### config.mk
export PLATFORM = sky130hd
export DESIGN_NAME = disp_arbiter
export DESIGN_NICKNAME = d
export VERILOG_FILES = /design/src/rtl/disp_arb_pkg.sv /design/src/rtl/disp_tick_gen.sv /design/src/rtl/disp_arbiter.sv
export SDC_FILE = /design/constraint.sdc
export NUM_CORES = 1
export LEC_CHECK = 0
export BUFFER_PORTS_ARGS = -buffer_cell sky130_fd_sc_hd__buf_2
export CORE_MARGIN = 2
export CORE_UTILIZATION = 40
export CTS_BUF_LIST = sky130_fd_sc_hd__clkbuf_16
export DETAILED_ROUTE_END_ITERATION = 10
export GPL_TIMING_DRIVEN = 0
export PLACE_DENSITY = 0.63
export SLEW_MARGIN = 10
export SYNTH_ARGS = -nofsm -noshare
export SYNTH_HDL_FRONTEND = slang
export SYNTH_SLANG_ARGS = --single-unit
### constraint.sdc
create_clock -name clk -period 3.53 [get_ports clk]
set_input_delay 0.706 -clock clk [delete_from_list [all_inputs] [get_ports clk]]
set_output_delay 0.706 -clock clk [all_outputs]
set_load 0.01 [all_outputs]
### src/rtl/disp_arb_pkg.sv
// Shared constants, FSM state encoding and display saturation helper for the
// display arbiter.
package disp_arb_pkg;

  localparam int         NREQ     = 4;
  localparam logic [7:0] MAX_DISP = 8'd99;

  typedef enum logic [1:0] {
    IDLE  = 2'd0,
    GRANT = 2'd1,
    GAP   = 2'd2
  } state_t;

  // The 2-digit display cannot show anything above 99.
  function automatic logic [7:0] sat_disp(input logic [7:0] v);
    return (v > MAX_DISP) ? MAX_DISP : v;
  endfunction

endpackage

### src/rtl/disp_tick_gen.sv
// Free-running tick counter: tick is high for the cycle in which the count
// equals TICK_MAX; a synchronous clear holds the count at zero.
module disp_tick_gen #(
  parameter int TICK_MAX = 49_999_999
) (
  input  logic clk,
  input  logic rst_n,
  input  logic clr,
  output logic tick
);

  localparam int CW = (TICK_MAX > 0) ? $clog2(TICK_MAX + 1) : 1;

  logic [CW-1:0] cnt;

  assign tick = (cnt == CW'(TICK_MAX));

  always_ff @(posedge clk or negedge rst_n) begin
    if (!rst_n) begin
      cnt <= '0;
    end else if (clr || tick) begin
      cnt <= '0;
    end else begin
      cnt <= cnt + CW'(1);
    end
  end

endmodule

### src/rtl/disp_arbiter.sv
// Four-requester display arbiter: grants the 2-digit display for DWELL_TICKS
// ticks, then a one-cycle GAP. Define DISP_ARB_FIXED_PRIO_EN for fixed priority
// (lowest index wins) instead of the default round-robin.
//
// Handshake: req[i] is a level request; the grant holds while req[i] stays high
// and ends either on the final dwell tick (done[i] pulses in the following GAP
// cycle) or one edge after req[i] drops (no done pulse).
module disp_arbiter
  import disp_arb_pkg::*;
#(
  parameter int TICK_MAX    = 49_999_999,
  parameter int DWELL_TICKS = 3
) (
  input  logic        clk,
  input  logic        rst_n,
  input  logic [3:0]  req,
  input  logic [31:0] data,
  output logic [7:0]  disp_data,
  output logic        disp_valid,
  output logic [3:0]  gnt,
  output logic [3:0]  done
);

  state_t     state;
  state_t     state_nxt;
  logic [1:0] cur;
  logic [1:0] winner;
  logic [1:0] sel;
  logic [3:0] dwell_cnt;
  logic       tick;
  logic       final_tick;
  logic       tick_clr;

  // The counter is held clear outside GRANT, so it starts at 0 on GRANT entry.
  assign tick_clr = (state != GRANT);

  disp_tick_gen #(
    .TICK_MAX (TICK_MAX)
  ) u_tick_gen (
    .clk   (clk),
    .rst_n (rst_n),
    .clr   (tick_clr),
    .tick  (tick)
  );

  assign final_tick = tick && (dwell_cnt == 4'(DWELL_TICKS - 1));

`ifdef DISP_ARB_FIXED_PRIO_EN
  always_comb begin
    winner = '0;
    for (int k = NREQ - 1; k >= 0; k--) begin
      if (req[k]) winner = 2'(k);
    end
  end
`else
  logic [1:0] last_gnt;
  logic [1:0] rr_idx;
  logic       rr_found;

  // Search starts one past the previous winner and wraps modulo NREQ.
  always_comb begin
    winner   = last_gnt;
    rr_idx   = '0;
    rr_found = 1'b0;
    for (int k = 1; k <= NREQ; k++) begin
      rr_idx = 2'(int'(last_gnt) + k);
      if (!rr_found && req[rr_idx]) begin
        winner   = rr_idx;
        rr_found = 1'b1;
      end
    end
  end

  always_ff @(posedge clk or negedge rst_n) begin
    if (!rst_n) begin
      last_gnt <= 2'd3;
    end else if (state == IDLE && req != 4'b0000) begin
      last_gnt <= winner;
    end
  end
`endif

  always_ff @(posedge clk or negedge rst_n) begin
    if (!rst_n) begin
      state <= IDLE;
    end else begin
      state <= state_nxt;
    end
  end

  always_comb begin
    state_nxt = state;
    case (state)
      IDLE:    if (req != 4'b0000) state_nxt = GRANT;
      GRANT:   if (!req[cur] || final_tick) state_nxt = GAP;
      GAP:     state_nxt = IDLE;
      default: state_nxt = IDLE;
    endcase
  end

  always_comb begin
    gnt        = '0;
    disp_valid = 1'b0;
    if (state == GRANT) begin
      gnt        = 4'b0001 << cur;
      disp_valid = 1'b1;
    end
  end

  // Display source is the incoming winner on the IDLE->GRANT edge, else the holder.
  assign sel = (state == IDLE) ? winner : cur;

  always_ff @(posedge clk or negedge rst_n) begin
    if (!rst_n) begin
      cur       <= '0;
      dwell_cnt <= '0;
      done      <= '0;
      disp_data <= '0;
    end else begin
      if (state == IDLE && req != 4'b0000) cur <= winner;

      if (state != GRANT)  dwell_cnt <= '0;
      else if (tick)       dwell_cnt <= dwell_cnt + 4'd1;

      done <= (state == GRANT && req[cur] && final_tick) ? (4'b0001 << cur) : 4'b0000;

      disp_data <= (state_nxt == GRANT) ? sat_disp(data[{sel, 3'b000} +: 8]) : 8'd0;
    end
  end

endmodule

==> flow_summary.toml <==
[run_status]
status = "complete, no violations"

[layout]
areaGrowthSynthToFinish_pct = 20.0
diodes = 0
finalNetCount = 383
drive_gt1_share_pct = 26.5

[die]
die_x_um = 86.6
dieHeight_um = 86.6
num_rows = 30
start_util_pct = 40.9
ios = 55
core_sq_mm = 0.00668
dieArea_sq_mm = 0.00750

[synth]
netlist.area_leader.share_pct = 42.2
yosysWarnings = 0
yosys-top-cells-area = "dfrtp_1 (42%), nor2_1 (5.9%), xor2_1 (4.8%), mux2i_1 (4.0%), a21oi_1 (3.3%)"
synth.ff_latch_count = 48
yosys.area_share.xor_xnor_pct = 7.38
ys.flop_type = "dfrtp_1"
post-synth-top-area-cell = "dfrtp_1"
ys_seq_area_share_pct = 44.1
syn_area_sq_mm = 0.00273
synth-async-reset-ratio_pct = 100
syn_inst = 281
syn_nets = 322
synth_mux_area_share_pct = 8.16
synth_top_family_by_area = "simple AND/OR/NAND/NOR gates"
synthSimpleGateAreaFrac_pct = 24.1
syn_area_per_cell_sq_um = 9.72
synth_most_common_cell = "dfrtp_1"
yosys-top-cells-count = "dfrtp_1 (46), nor2_1 (43), nand2_1 (20), a21oi_1 (18), xor2_1 (15)"
synthAdderAreaFrac_pct = 1.37
synth_compound_area_share_pct = 11.1
synth_edf_count = 0
synth.distinct_cells = 52

[pwr]
power_density_mw_per_mm2 = 712
cellLeakagePower_nw = 1.53
power.total_mw = 2.33
vdd_drop_max_mv = 0.382

[timing]
fin_worst_skew_ns = 0.00805
rsz0062_at_grt = "no"
finalHoldViolCount = 0
fin_crit_ns = 2.38
fmax_ghz = 0.421
drv_slew = 0
fin_crit_sh_pct = 67.3
worst_slew_pin_slew_ns = 1.06
fin_tns_setup_ns = 0
slew_headroom_pct = 29.4
finalSetupViolations = 0

[setup_path]
r2r-end = "disp_data[2]"
endpoint_kind = "flop"
reg2regPathDepth = 8
start_kind = "flop"
worst_ep_arrival_time_ns = 2.55
crit_fanout = 6
reg2reg_from = "u_tick_gen.cnt[0]"
ff2ff_setup_slack_ns = 1.15
cp_data_required_time_ns = 3.70
crit_type = "flop to flop"

[clock_tree]
cts-resized-gates = 0
postCtsHoldBufs = 0
clkTransAtPathRegs_ns = 0.07
clk_latency_ns = 0.29
cts_setup_buffers = 0
root_buffer = "clkbuf_16"
cts_tree = "yes"
clockBufferDepth = 2
cts_buffers = 5
cts_sinks = 48
h-tree-depth = 2

[route]
finalWirelength_mm = 5.52
ant_nets = 0
wl_per_cell_um = 13.0
drtPass1Iterations = 4
drc = 0
via_per_inst = 5.15
vias = 2179
drt_iter0_markers = 70

[grt]
grt_max_degree = 49
grt_usage_pct = 16.4
grt.overflow.total = 0
grt_pass1_wl_mm = 9.82
grt_pass1_vias = 2184
antenna_found_initial = 0

[worst_hold_path]
hold_end = "u_tick_gen.cnt[0]"
min-delay-start = "u_tick_gen.cnt[0]"
holdPathStages = 1
hp-class = "flop to flop"

[placement]
gp_congestion = 0.827
portBuffers = 54
dpl.hpwl_mm = 4.13

[job]
cap_viol_max_count = 0
==> state kept, by name, indices dropped and copies added, names as in the netlist <==
register / count
u_tick_gen.cnt: 26
done: 4
disp_data: 8
state: 2
dwell_cnt: 4
cur: 2
last_gnt: 2
==> layer usage <==
| metal | up-vias | share of wire, % | routed length, um | global-route usage, % |
|---|---|---|---|---|
| li1 | 1103 | - | - | - |
| met4 | 0 | 1.0 | 55 | 4.40 |
| met5 | - | 0 | 0 | 0 |
| met2 | 45 | 49 | 2680 | 27.7 |
| met3 | 5 | 4.9 | 271 | 4.76 |
| met1 | 1026 | 46 | 2510 | 20.6 |
==> kinds of logic after synthesis <==
| family | Yosys count |
|---|---|
| adders and majority gates | 3 |
| DFF | 48 |
| buffers and inverters | 21 |
| and+or+nand+nor | 124 |
| AOI/OAI and AO/OA | 41 |
| other | 1 |
| muxes | 20 |
| xor gates and xnor gates | 23 |
==> report_power, final <==
| part | leakage [nW] | internal, mW | total (mW) | switching, mW |
|---|---|---|---|---|
| combinational | 0.807 | 0.482 | 1.10 | 0.620 |
| sequential | 0.645 | 0.641 | 0.690 | 0.0492 |
| clock | 0.0814 | 0.333 | 0.540 | 0.207 |
| total | 1.53 | 1.46 | 2.33 | 0.876 |
==> how the worst max path moves through the flow <==
stage | cells after the start | slack (ns) | endpoint | start
6_report | 8 | 1.15 | disp_data[2] | u_tick_gen.cnt[0]
5_1_grt | 8 | 0.96 | u_tick_gen.cnt[10] | u_tick_gen.cnt[0]
3_3_place_gp | 5 | 0.82 | disp_data[2] | req[0]
3_5_place_dp | 5 | 0.83 | disp_data[3] | req[0]
2_1_floorplan | 7 | 1.33 | disp_data[1] | req[1]
4_1_cts | 8 | 1.12 | disp_data[3] | u_tick_gen.cnt[0]
==> stage by stage <==
step	util [%]	cell area, sq um	hold WS, ns	worst slack [ns]	cells
2_1_floorplan	-	2730	0.410	1.33	281
3_3_place_gp	46.4	3100	0.475	0.823	415
3_5_place_dp	46.4	3100	0.483	0.835	415
4_1_cts	48.9	3270	0.493	1.12	423
5_1_grt	49.0	3280	0.517	0.965	423
6_report	49.0	3280	0.481	1.15	423
==> final cells by class <==
type,instances,area (sq um)
fillers,646,3410
multi-input cells,212,1430
flip-flops and latches,48,1200
repair buffers,54,270
clock buffers,5,125
well taps,80,100
plain buffers,10,58.8
clock inverters,3,42.5
inverters,11,41.3
==> cell usage in the layout, fill, tap and decap left out, types with 2 or more instances in the layout <==
| master | netlist | final |
|---|---|---|
| and4_1 | 2 | 2 |
| or4_1 | 2 | 2 |
| nor2_1 | 43 | 43 |
| ha_1 | 3 | 3 |
| nand2_1 | 20 | 20 |
| buf_2 | 5 | 59 |
| o21ai_0 | 7 | 7 |
| o211a_1 | 3 | 3 |
| xor2_1 | 15 | 15 |
| mux2_2 | 8 | 8 |
| inv_1 | 11 | 11 |
| mux2i_1 | 11 | 11 |
| and3_1 | 3 | 3 |
| buf_4 | 2 | 2 |
| xnor2_1 | 8 | 8 |
| nand3b_1 | 2 | 2 |
| clkbuf_1 | 2 | 2 |
| nor3_1 | 11 | 11 |
| and2_1 | 2 | 2 |
| dfstp_2 | 2 | 2 |
| nand4_1 | 9 | 9 |
| nand3_1 | 8 | 8 |
| nor4_1 | 3 | 3 |
| a21o_1 | 2 | 2 |
| or2_1 | 2 | 2 |
| clkbuf_16 | 0 | 5 |
| dfrtp_1 | 46 | 46 |
| nand2b_1 | 5 | 5 |
| or3_1 | 3 | 3 |
| a21oi_1 | 18 | 18 |
==> critical path, cell delays in order (launching register included) <==
cell and delay, ns:
dfrtp_1 0.38, ha_1 0.24, nand4_1 0.14, or3_4 0.37, nor4_4 0.50, nand3_4 0.14, a21boi_4 0.24, nor3_2 0.10
o211a_1 0.13
Power figures use the tool's default switching activity.
